==> src/rtl/sobel_stream_core_if.sv <==
// Pixel-in / edge-out stream bundle for sobel_stream_core.
// Handshake: a beat transfers on a rising clock edge where valid && ready are
// both high. The producer holds payload stable while valid && !ready, and
// valid never depends combinationally on ready.
interface sobel_stream_core_if #(
  parameter int PIX_W = 8
);
  logic             in_valid_i;
  logic             in_ready_o;
  logic [PIX_W-1:0] in_pix_i;
  logic             out_valid_o;
  logic             out_ready_i;
  logic [PIX_W-1:0] out_pix_o;
  logic             out_last_o;
  logic             frame_done_o;

  // Pixel source and edge-map sink side
  modport master (
    output in_valid_i, in_pix_i, out_ready_i,
    input  in_ready_o, out_valid_o, out_pix_o, out_last_o, frame_done_o
  );

  // Edge engine side
  modport slave (
    input  in_valid_i, in_pix_i, out_ready_i,
    output in_ready_o, out_valid_o, out_pix_o, out_last_o, frame_done_o
  );
endinterface

==> src/rtl/sobel_stream_core.sv <==
// Streaming 3x3 Sobel edge engine. Raster pixels enter through two line
// buffers and a 3x3 window; every interior pixel leaves as either a binary
// edge flag or a saturated |Gx|+|Gy| magnitude. A single registered output
// stage gives one cycle of latency and full-rate throughput.
module sobel_stream_core #(
  parameter int IMG_W       = 256,
  parameter int IMG_H       = 256,
  parameter int PIX_W       = 8,
  parameter int MAG_W       = PIX_W + 3,
  parameter int THR_DEFAULT = 150
) (
  input  logic             clk_i,
  input  logic             rst_ni,
  input  logic [MAG_W-1:0] thr_i,
  input  logic             mode_i,
  sobel_stream_core_if.slave bus
);

  localparam int CW = $clog2(IMG_W);
  localparam int RW = $clog2(IMG_H);
  localparam int SW = MAG_W + 1;
  localparam logic [MAG_W-1:0] PIX_MAX = MAG_W'((1 << PIX_W) - 1);

  // Raster position of the next pixel to be accepted
  logic [CW-1:0] col_q, col_d;
  logic [RW-1:0] row_q, row_d;
  // Per-frame configuration, captured with pixel (0,0)
  logic [MAG_W-1:0] thr_q, thr_d;
  logic             mode_q, mode_d;
  // Output stage
  logic             out_valid_q, out_valid_d;
  logic [PIX_W-1:0] out_pix_q, out_pix_d;
  logic             out_last_q, out_last_d;
  logic             frame_done_q, frame_done_d;
  // Left and middle window columns; the right column is the incoming one
  logic [PIX_W-1:0] win_q [3][2];
  logic [PIX_W-1:0] win_d [3][2];
  // lb_top holds row-2, lb_mid holds row-1, both indexed by column
  logic [PIX_W-1:0] lb_top_mem [IMG_W];
  logic [PIX_W-1:0] lb_mid_mem [IMG_W];

  logic             in_ready;
  logic             accept;
  logic             emit;
  logic             col_last;
  logic             row_last;
  logic [PIX_W-1:0] new_top, new_mid, new_bot;
  logic [PIX_W-1:0] p00, p01, p02, p10, p12, p20, p21, p22;
  logic signed [SW-1:0] gx, gy;
  logic [MAG_W-1:0] gx_abs, gy_abs, mag;
  logic [PIX_W-1:0] result;

  function automatic logic signed [SW-1:0] ext(input logic [PIX_W-1:0] v);
    return $signed({{(SW-PIX_W){1'b0}}, v});
  endfunction

  // Handshake, raster position flags and the full 3x3 neighbourhood
  always_comb begin
    in_ready = !out_valid_q || bus.out_ready_i;
    accept   = bus.in_valid_i && in_ready;
    col_last = (col_q == CW'(IMG_W - 1));
    row_last = (row_q == RW'(IMG_H - 1));
    emit     = accept && (row_q >= RW'(2)) && (col_q >= CW'(2));
    new_top  = lb_top_mem[col_q];
    new_mid  = lb_mid_mem[col_q];
    new_bot  = bus.in_pix_i;
    p00 = win_q[0][0];
    p01 = win_q[0][1];
    p02 = new_top;
    p10 = win_q[1][0];
    p12 = new_mid;
    p20 = win_q[2][0];
    p21 = win_q[2][1];
    p22 = new_bot;
  end

  // Sobel gradients, magnitude and the mode-dependent result
  always_comb begin
    gx = (ext(p02) + (ext(p12) <<< 1) + ext(p22))
       - (ext(p00) + (ext(p10) <<< 1) + ext(p20));
    gy = (ext(p20) + (ext(p21) <<< 1) + ext(p22))
       - (ext(p00) + (ext(p01) <<< 1) + ext(p02));
    gx_abs = gx[SW-1] ? MAG_W'(-gx) : MAG_W'(gx);
    gy_abs = gy[SW-1] ? MAG_W'(-gy) : MAG_W'(gy);
    mag    = gx_abs + gy_abs;
    if (mode_q) begin
      result = (mag > PIX_MAX) ? '1 : mag[PIX_W-1:0];
    end else begin
      result = (mag > thr_q) ? '1 : '0;
    end
  end

  // Next-state: raster counters, frame config latch, window shift, output stage
  always_comb begin
    col_d        = col_q;
    row_d        = row_q;
    thr_d        = thr_q;
    mode_d       = mode_q;
    win_d        = win_q;
    out_valid_d  = out_valid_q;
    out_pix_d    = out_pix_q;
    out_last_d   = out_last_q;
    frame_done_d = out_valid_q && bus.out_ready_i && out_last_q;

    if (accept) begin
      if ((col_q == '0) && (row_q == '0)) begin
        thr_d  = thr_i;
        mode_d = mode_i;
      end
      if (col_last) begin
        col_d = '0;
        row_d = row_last ? '0 : row_q + 1'b1;
      end else begin
        col_d = col_q + 1'b1;
      end
      win_d[0][0] = win_q[0][1];
      win_d[1][0] = win_q[1][1];
      win_d[2][0] = win_q[2][1];
      win_d[0][1] = new_top;
      win_d[1][1] = new_mid;
      win_d[2][1] = new_bot;
    end

    if (emit) begin
      out_valid_d = 1'b1;
      out_pix_d   = result;
      out_last_d  = row_last && col_last;
    end else if (bus.out_ready_i) begin
      out_valid_d = 1'b0;
    end
  end

  // Control and output registers
  always_ff @(posedge clk_i or negedge rst_ni) begin
    if (!rst_ni) begin
      col_q        <= '0;
      row_q        <= '0;
      thr_q        <= MAG_W'(THR_DEFAULT);
      mode_q       <= 1'b0;
      out_valid_q  <= 1'b0;
      out_pix_q    <= '0;
      out_last_q   <= 1'b0;
      frame_done_q <= 1'b0;
    end else begin
      col_q        <= col_d;
      row_q        <= row_d;
      thr_q        <= thr_d;
      mode_q       <= mode_d;
      out_valid_q  <= out_valid_d;
      out_pix_q    <= out_pix_d;
      out_last_q   <= out_last_d;
      frame_done_q <= frame_done_d;
    end
  end

  // Window and line-buffer storage; contents are don't-care after reset
  always_ff @(posedge clk_i) begin
    win_q <= win_d;
    if (accept) begin
      lb_top_mem[col_q] <= new_mid;
      lb_mid_mem[col_q] <= new_bot;
    end
  end

  assign bus.in_ready_o   = in_ready;
  assign bus.out_valid_o  = out_valid_q;
  assign bus.out_pix_o    = out_pix_q;
  assign bus.out_last_o   = out_last_q;
  assign bus.frame_done_o = frame_done_q;

endmodule

==> src/flat_wrapper.sv <==
// flat-port wrapper written by rule: the top's interface ports become plain ports
module sobel_stream_core_flat 
#(
  parameter int IMG_W       = 256,
  parameter int IMG_H       = 256,
  parameter int PIX_W       = 8,
  parameter int MAG_W       = PIX_W + 3,
  parameter int THR_DEFAULT = 150
)
  (clk_i, rst_ni, thr_i, mode_i, bus_in_valid_i, bus_in_pix_i, bus_out_ready_i, bus_in_ready_o, bus_out_valid_o, bus_out_pix_o, bus_out_last_o, bus_frame_done_o);
  sobel_stream_core_if #(.PIX_W(PIX_W)) bus_i ();
  input  logic clk_i;
  input  logic rst_ni;
  input  logic [MAG_W-1:0] thr_i;
  input  logic mode_i;
  input wire logic [$bits(bus_i.in_valid_i)-1:0] bus_in_valid_i;
  input wire logic [$bits(bus_i.in_pix_i)-1:0] bus_in_pix_i;
  input wire logic [$bits(bus_i.out_ready_i)-1:0] bus_out_ready_i;
  output wire logic [$bits(bus_i.in_ready_o)-1:0] bus_in_ready_o;
  output wire logic [$bits(bus_i.out_valid_o)-1:0] bus_out_valid_o;
  output wire logic [$bits(bus_i.out_pix_o)-1:0] bus_out_pix_o;
  output wire logic [$bits(bus_i.out_last_o)-1:0] bus_out_last_o;
  output wire logic [$bits(bus_i.frame_done_o)-1:0] bus_frame_done_o;
  assign bus_i.in_valid_i = bus_in_valid_i;
  assign bus_i.in_pix_i = bus_in_pix_i;
  assign bus_i.out_ready_i = bus_out_ready_i;
  assign bus_in_ready_o = bus_i.in_ready_o;
  assign bus_out_valid_o = bus_i.out_valid_o;
  assign bus_out_pix_o = bus_i.out_pix_o;
  assign bus_out_last_o = bus_i.out_last_o;
  assign bus_frame_done_o = bus_i.frame_done_o;
  sobel_stream_core #(.IMG_W(IMG_W), .IMG_H(IMG_H), .PIX_W(PIX_W), .MAG_W(MAG_W), .THR_DEFAULT(THR_DEFAULT)) u_core (.clk_i(clk_i), .rst_ni(rst_ni), .thr_i(thr_i), .mode_i(mode_i), .bus(bus_i));
endmodule
==> config.mk <==
export PLATFORM = sky130hd
export DESIGN_NAME = sobel_stream_core_flat
export DESIGN_NICKNAME = d
export VERILOG_FILES = /design/src/rtl/sobel_stream_core_if.sv /design/src/rtl/sobel_stream_core.sv /design/src/flat_wrapper.sv
export SDC_FILE = /design/constraint.sdc
export NUM_CORES = 2
export LEC_CHECK = 0
export ABC_CLOCK_PERIOD_IN_PS = 47700
export CORE_UTILIZATION = 25
export DETAILED_ROUTE_END_ITERATION = 16
export GPL_ROUTABILITY_DRIVEN = 1
export PLACE_DENSITY = 0.48
export REMOVE_ABC_BUFFERS = 1
export SYNTH_ARGS = -nofsm -noshare
export SYNTH_HDL_FRONTEND = slang
export SYNTH_SLANG_ARGS = --single-unit
==> constraint.sdc <==
create_clock -name clk_i -period 47.7 [get_ports clk_i]
set_input_delay 4.77 -clock clk_i [delete_from_list [all_inputs] [get_ports clk_i]]
set_output_delay 4.77 -clock clk_i [all_outputs]
set_load 0.05 [all_outputs]
==> results_dict.tcl <==
set metrics [dict create \
    clk_path_buf_depth 4 \
    synth_commonest_cells "edfxtp_1, mux4_2, nor2_1" \
    wl_per_cell_um 30.00 \
    ys_warn_count 0 \
    reg_top3 "u_core.lb_mid_mem (2048), u_core.lb_top_mem (2048), u_core.thr_q (11)" \
    cap_violations 1 \
    cp_num_buf_inv 11 \
    antenna_left 0 \
    die_area_um2 660600 \
    place_congestion 0.8349 \
    postSynth.asyncResetShare_pct 0.9323 \
    reg2reg_slack_ns 30.35 \
    met3_length_mm 30.84 \
    cts.hold.buffers_added 0 \
    crit_path_top_delay_cell "a2111oi_1" \
    syn-cell-area_um2 164300 \
    io_pins 36 \
    vias_per_cell 4.755 \
    yosysMostFrequentCell "edfxtp_1" \
    core_um2 654400 \
    multi_input_area_um2 37430 \
    synth_ff_type "edfxtp_1" \
    dp.cells 15830 \
    hp-class "reg -> reg" \
    synth_area_leaders "edfxtp_1, mux4_2, nor2_1, ha_1, dfrtp_1" \
    start_util_pct 25.11 \
    worst_ep_arrival_time_ns 18.20 \
    final_cell_area_um2 191400 \
    synth_edf_count 4144 \
    fin_util_pct 29.24 \
    drive_gt1_share_pct 32.09 \
    area_growth_pct 16.45 \
    cpPeakStageDelay_ns 1.17 \
    ys_seq_elements 4183 \
    setup_ws_ns 30.35 \
    avgSynthCellArea_um2 23.11 \
    drtIter0Drc 9243 \
    ys_seq_area_share_pct 76.32 \
    drt-pass1-iter-count 6 \
    seq_area_um2 125400 \
    nFillCells 63090 \
    instances_no_fill 16660 \
    cp_common_cell "o21ai_0" \
    grt_usage_pct 14.75 \
    grt_start_max_net_pins 209 \
    antenna_found_initial 39 \
    grt_pass1_vias 81110 \
    postPlaceCellArea_um2 177700 \
    postRouteWirelength_mm 500.0 \
    grt_overflow 0 \
    io_buffers 35 \
    synthCells 7112 \
    drv_slew 0 \
    violations "capacitance limit" \
    route.met2.wl_mm 236.0 \
    cts_setup_buffers 0 \
    cts_resized 0 \
    holdPathStages 0 \
    run_status "complete, but fails checks" \
    hold-path-endpoint "u_core.p10[6]" \
    tightest_slew_ns 1.469 \
    holdCritStartpoint "u_core.win_q[22]" \
    dp_slack_ns 30.34 \
    die_w_um 812.8 \
    path_clk_slew_ns 0.07 \
    grt_setup_unrepaired "no" \
    place_hpwl_mm 296.3 \
    clk_root_buffer_cell "clkbuf_16" \
    crit_path_start_kind "flop" \
    wl_met1_mm 209.8 \
    tritoncts "yes" \
    finalSetupViolations 0 \
    clock_latency_ns 1.05 \
    r2r_start "u_core.col_q[0]" \
    num_vias 79240 \
    worst-setup-path-type "reg -> reg" \
    yosysUniqueCellTypes 82 \
    highest_layer "met5" \
    cpLargestDelayFamily "compound AO/OA/AOI/OAI gates" \
    grt_pass1_wl_mm 686.0 \
    critical_path_required_ns 48.55 \
    crit_fanout 70 \
    fin_skew_ns 0.09688 \
    die_h_um 812.8 \
    cts_made_buffers 440 \
    synth_top_area_share_pct 75.72 \
    fmax_mhz 57.63 \
    cp-end-kind "flop" \
    drcViolationCount 0 \
    post-route-period-util_pct 36.38 \
    nNetsFinal 7750 \
    htreeDepth 5 \
    slew_headroom_pct 1.408 \
    clock_sinks 4183 \
    rr_endpoint "u_core.bus.out_pix_o[2]" \
    fin_crit_ns 17.35 \
    rows 297 \
    final_hold_viol_count 0 \
    reg2reg_depth 46 \
    synth_top_area_cell "edfxtp_1" \
]
-- layer usage --
| metal | global-route usage [%] | vias up |
|---|---|---|
| met4 | 5.860 | 10 |
| met5 | 0 | - |
| li1 | - | 31300 |
| met1 | 19.85 | 44210 |
| met3 | 2.449 | 752 |
| met2 | 23.84 | 2961 |
-- worst max path at each step --
stage	slack (ns)	endpoint	depth (start not counted)	from
3_5_place_dp	30.34	u_core.bus.out_pix_o[2]	45	u_core.col_q[0]
6_report	30.35	u_core.bus.out_pix_o[2]	46	u_core.col_q[0]
5_1_grt	29.20	u_core.bus.out_pix_o[2]	45	u_core.col_q[0]
2_1_floorplan	-11.62	u_core.bus.out_pix_o[0]	35	u_core.col_q[0]
3_3_place_gp	30.27	u_core.bus.out_pix_o[6]	45	u_core.col_q[0]
4_1_cts	30.33	u_core.bus.out_pix_o[2]	45	u_core.col_q[0]
-- area by class of cell --
cell class | count | area share [%]
diodes | 33 | 0.04315
clock buffers | 543 | 6.044
clock inverters | 258 | 1.073
inverters | 125 | 0.2537
multi-input cells | 2434 | 19.56
flip-flops and latches | 4183 | 65.55
well taps | 8671 | 5.669
repair buffers | 417 | 1.810
-- stage by stage --
stage | TNS (ns) | hold slack [ns]
2_1_floorplan | -3536.81 | 0.4003
3_3_place_gp | 0 | 0.4060
3_5_place_dp | 0 | 0.4061
4_1_cts | 0 | 0.4028
5_1_grt | 0 | 0.4164
6_report | 0 | 0.4147
-- cell usage in the layout (no fill, tap or decap), drive strengths merged, types with 12 or more instances in the layout --
cell           instances
a21o                  18
a21oi                 61
a22o                  13
a22oi                 61
buf                  390
bufinv                24
clkbuf               544
clkdlybuf4s50         26
clkinv               211
dfrtp                 35
diode                 33
edfxtp              4144
fa                    37
ha                    88
inv                  137
mux2                  12
mux2i                 45
mux4                1259
nand2                 90
nand2b                13
nand3                 52
nand4                 18
nor2                 329
nor2b                 26
nor3                  24
nor4                  12
o211ai                15
o21ai                 45
xnor2                 46
xor2                  24
-- logic make-up (layout without fill, tap and decap cells) --
kind of cell	count (synthesis)	after routing	share of synthesized area, %
flops	4183	4183	76.32
mux	1316	1316	17.63
simple gates	613	613	1.678
buf+inv	495	1343	1.560
compound gates	308	308	1.300
fa+ha+maj	125	125	1.121
xor+xnor	72	72	0.4005
other cells	0	33	0
Power is not shown: default switching activity piles up to over one toggle a cycle in this logic, so the estimate is an artifact.
==> edit: new RTL, same settings <==
`IMG_H` is set to 256 in 2 places; all go to 512.
--- a/src/rtl/sobel_stream_core.sv
+++ b/src/rtl/sobel_stream_core.sv
@@ -5,5 +5,5 @@
 module sobel_stream_core #(
   parameter int IMG_W       = 256,
-  parameter int IMG_H       = 256,
+  parameter int IMG_H       = 512,
   parameter int PIX_W       = 8,
   parameter int MAG_W       = PIX_W + 3,
--- a/src/flat_wrapper.sv
+++ b/src/flat_wrapper.sv
@@ -3,5 +3,5 @@
 #(
   parameter int IMG_W       = 256,
-  parameter int IMG_H       = 256,
+  parameter int IMG_H       = 512,
   parameter int PIX_W       = 8,
   parameter int MAG_W       = PIX_W + 3,
Check against the original RTL: not settled (the Yosys comparison gave no result); the edit may change what the design does.
==> edit against the unedited design <==
- final area up 0.34%
- clock skew is 7.6 ps lower
- setup slack better by 840 ps
- sequential cell count is 1 higher
- wire length is 0.48% higher
- non-clock buffer count grew 55
- area after synthesis grew 0.19%
- via count grew 2.2%
- maximum frequency is 5.1% higher
- first-iteration DRC count is 0.88% higher
Power is not shown: default switching activity piles up to over one toggle a cycle in this logic, so the estimate is an artifact.
==> edit: results (changes against the unedited design) <==
outcome=finished clean (was complete, but fails checks); IO buf count=35 (unchanged); postcts setup bufs=0 (unchanged); dpl ws=31350 ps (was 30340 ps); Crit path max-delay family=compound AO/OA/AOI/OAI gates (unchanged); gr usage total=14.74% (was 14.75%); H-tree levels=5 (unchanged); Post-Synthesis Cells=7524 (was 7112); post-synthesis compound-gate area fraction=2.569% (was 1.300%); Top Registers=u_core.lb_mid_mem (2048), u_core.lb_top_mem (2048), u_core.thr_q (11) (unchanged); Starting DRT DRC Count=9324 (was 9243); Layout Nets=8173 (was 7750); number of distinct library cells after synthesis=85 (was 82); clk root buf=clkbuf_16 (unchanged); routed wire length=502.4 mm (was 500.0 mm); Synth area leaders=edfxtp_1, mux4_2, mux2i_1, mux2_2, nor2_1 (was edfxtp_1, mux4_2, nor2_1, ha_1, dfrtp_1); largest net degree at the start of global routing=132 (was 209); hold crit path type=flip-flop to flip-flop (unchanged); sequential fraction of the synthesis area=76.19% (was 76.32%); share of cells above drive strength 1=29.52% (was 32.09%); worst skew pair latency=1030 ps (was 1050 ps); Synth async-reset ratio=0.9560% (was 0.9323%); DP Wirelength=296.7 mm (was 296.3 mm); fill count=63350 (was 63090); WL per Instance=29.43 um (was 30.00 um); initial antenna violation count=34 (was 39); first-pass GRT wire length=690.5 mm (was 686.0 mm); CP Data Arrival Time=17360 ps (was 18200 ps); vias in the first global route=82610 (was 81110); XOR/XNOR share of the synthesized area=0.4331% (was 0.4005%); Vias/cell=4.744 (was 4.755); CTS buffer count=442 (was 440); mux share of post-synthesis cell area=16.38% (was 17.63%); Rel. slew slack=8.185% (was 1.408%); dpl cells=16250 (was 15830); GPL Wtd Cong=0.8302 (was 0.8349); adder-cell share of the synthesized area=1.126% (was 1.121%); Layout Utilization=29.31% (was 29.24%); crit-path max cell delay=1060 ps (was 1170 ps); Commonest cells post-synth=edfxtp_1, mux4_2, nor2_1, mux2i_1, o22ai_1 (was edfxtp_1, mux4_2, nor2_1, clkbuf_1, inv_1); Layout Skew=89.27 ps (was 96.88 ps); DP Area=0.1778 mm^2 (was 0.1777 mm^2); crit-path max FO=97 (was 70); slowest cell on the critical path=nor4_1 (was a2111oi_1)
[edit: cell types whose count changed in the layout (fill, tap and decap cells not counted), moves of 30 or more]
cell,unedited run,this run
mux4_2,1251,996
mux2i_1,45,292
o22ai_1,2,161
mux2_2,12,139
a221oi_1,1,98
buf_4,365,422
nor2_1,69,114
a22oi_1,61,25
a221o_1,1,31
[edit: layout make-up]
cell class | instances | area share, %
sequential | 4184 | 65.34
multi-input combinational | 2808 | 19.38
clock buffer | 547 | 6.014
tap | 8671 | 5.650
timing repair buffer | 472 | 2.007
clock inverter | 264 | 1.370
inverter | 115 | 0.2254
antenna | 10 | 0.01303
[edit: cells by family after synthesis]
family | after synthesis
muxes | 1429
DFF | 4184
adders and majority gates | 126
and+or+nand+nor | 588
buffers and inverters | 532
xor gates and xnor gates | 79
AOI/OAI and AO/OA | 586
[edit: layer usage]
layer	vias up	share of wire (%)	track usage, %
met4	2	3.8	5.112
met2	3082	47	23.73
met3	740	7.1	2.829
met5	-	0.0026	0
li1	32700	-	-
met1	44460	42	19.96
[edit: worst paths after layout]
kind	start	to	slack (ps)	depth (start not counted)
worst min register to register	u_core.win_q[18]	u_core.p10[2]	400	0
worst max-delay path	u_core.col_q[1]	u_core.bus.out_pix_o[6]	31190	47
min in group asynchronous	rst_ni	u_core.thr_q[3]	3860	2
worst min-delay path	u_core.win_q[18]	u_core.p10[2]	400	0
max in group asynchronous	rst_ni	u_core.col_q[2]	43260	2
worst max register to register	u_core.col_q[1]	u_core.bus.out_pix_o[6]	31190	47
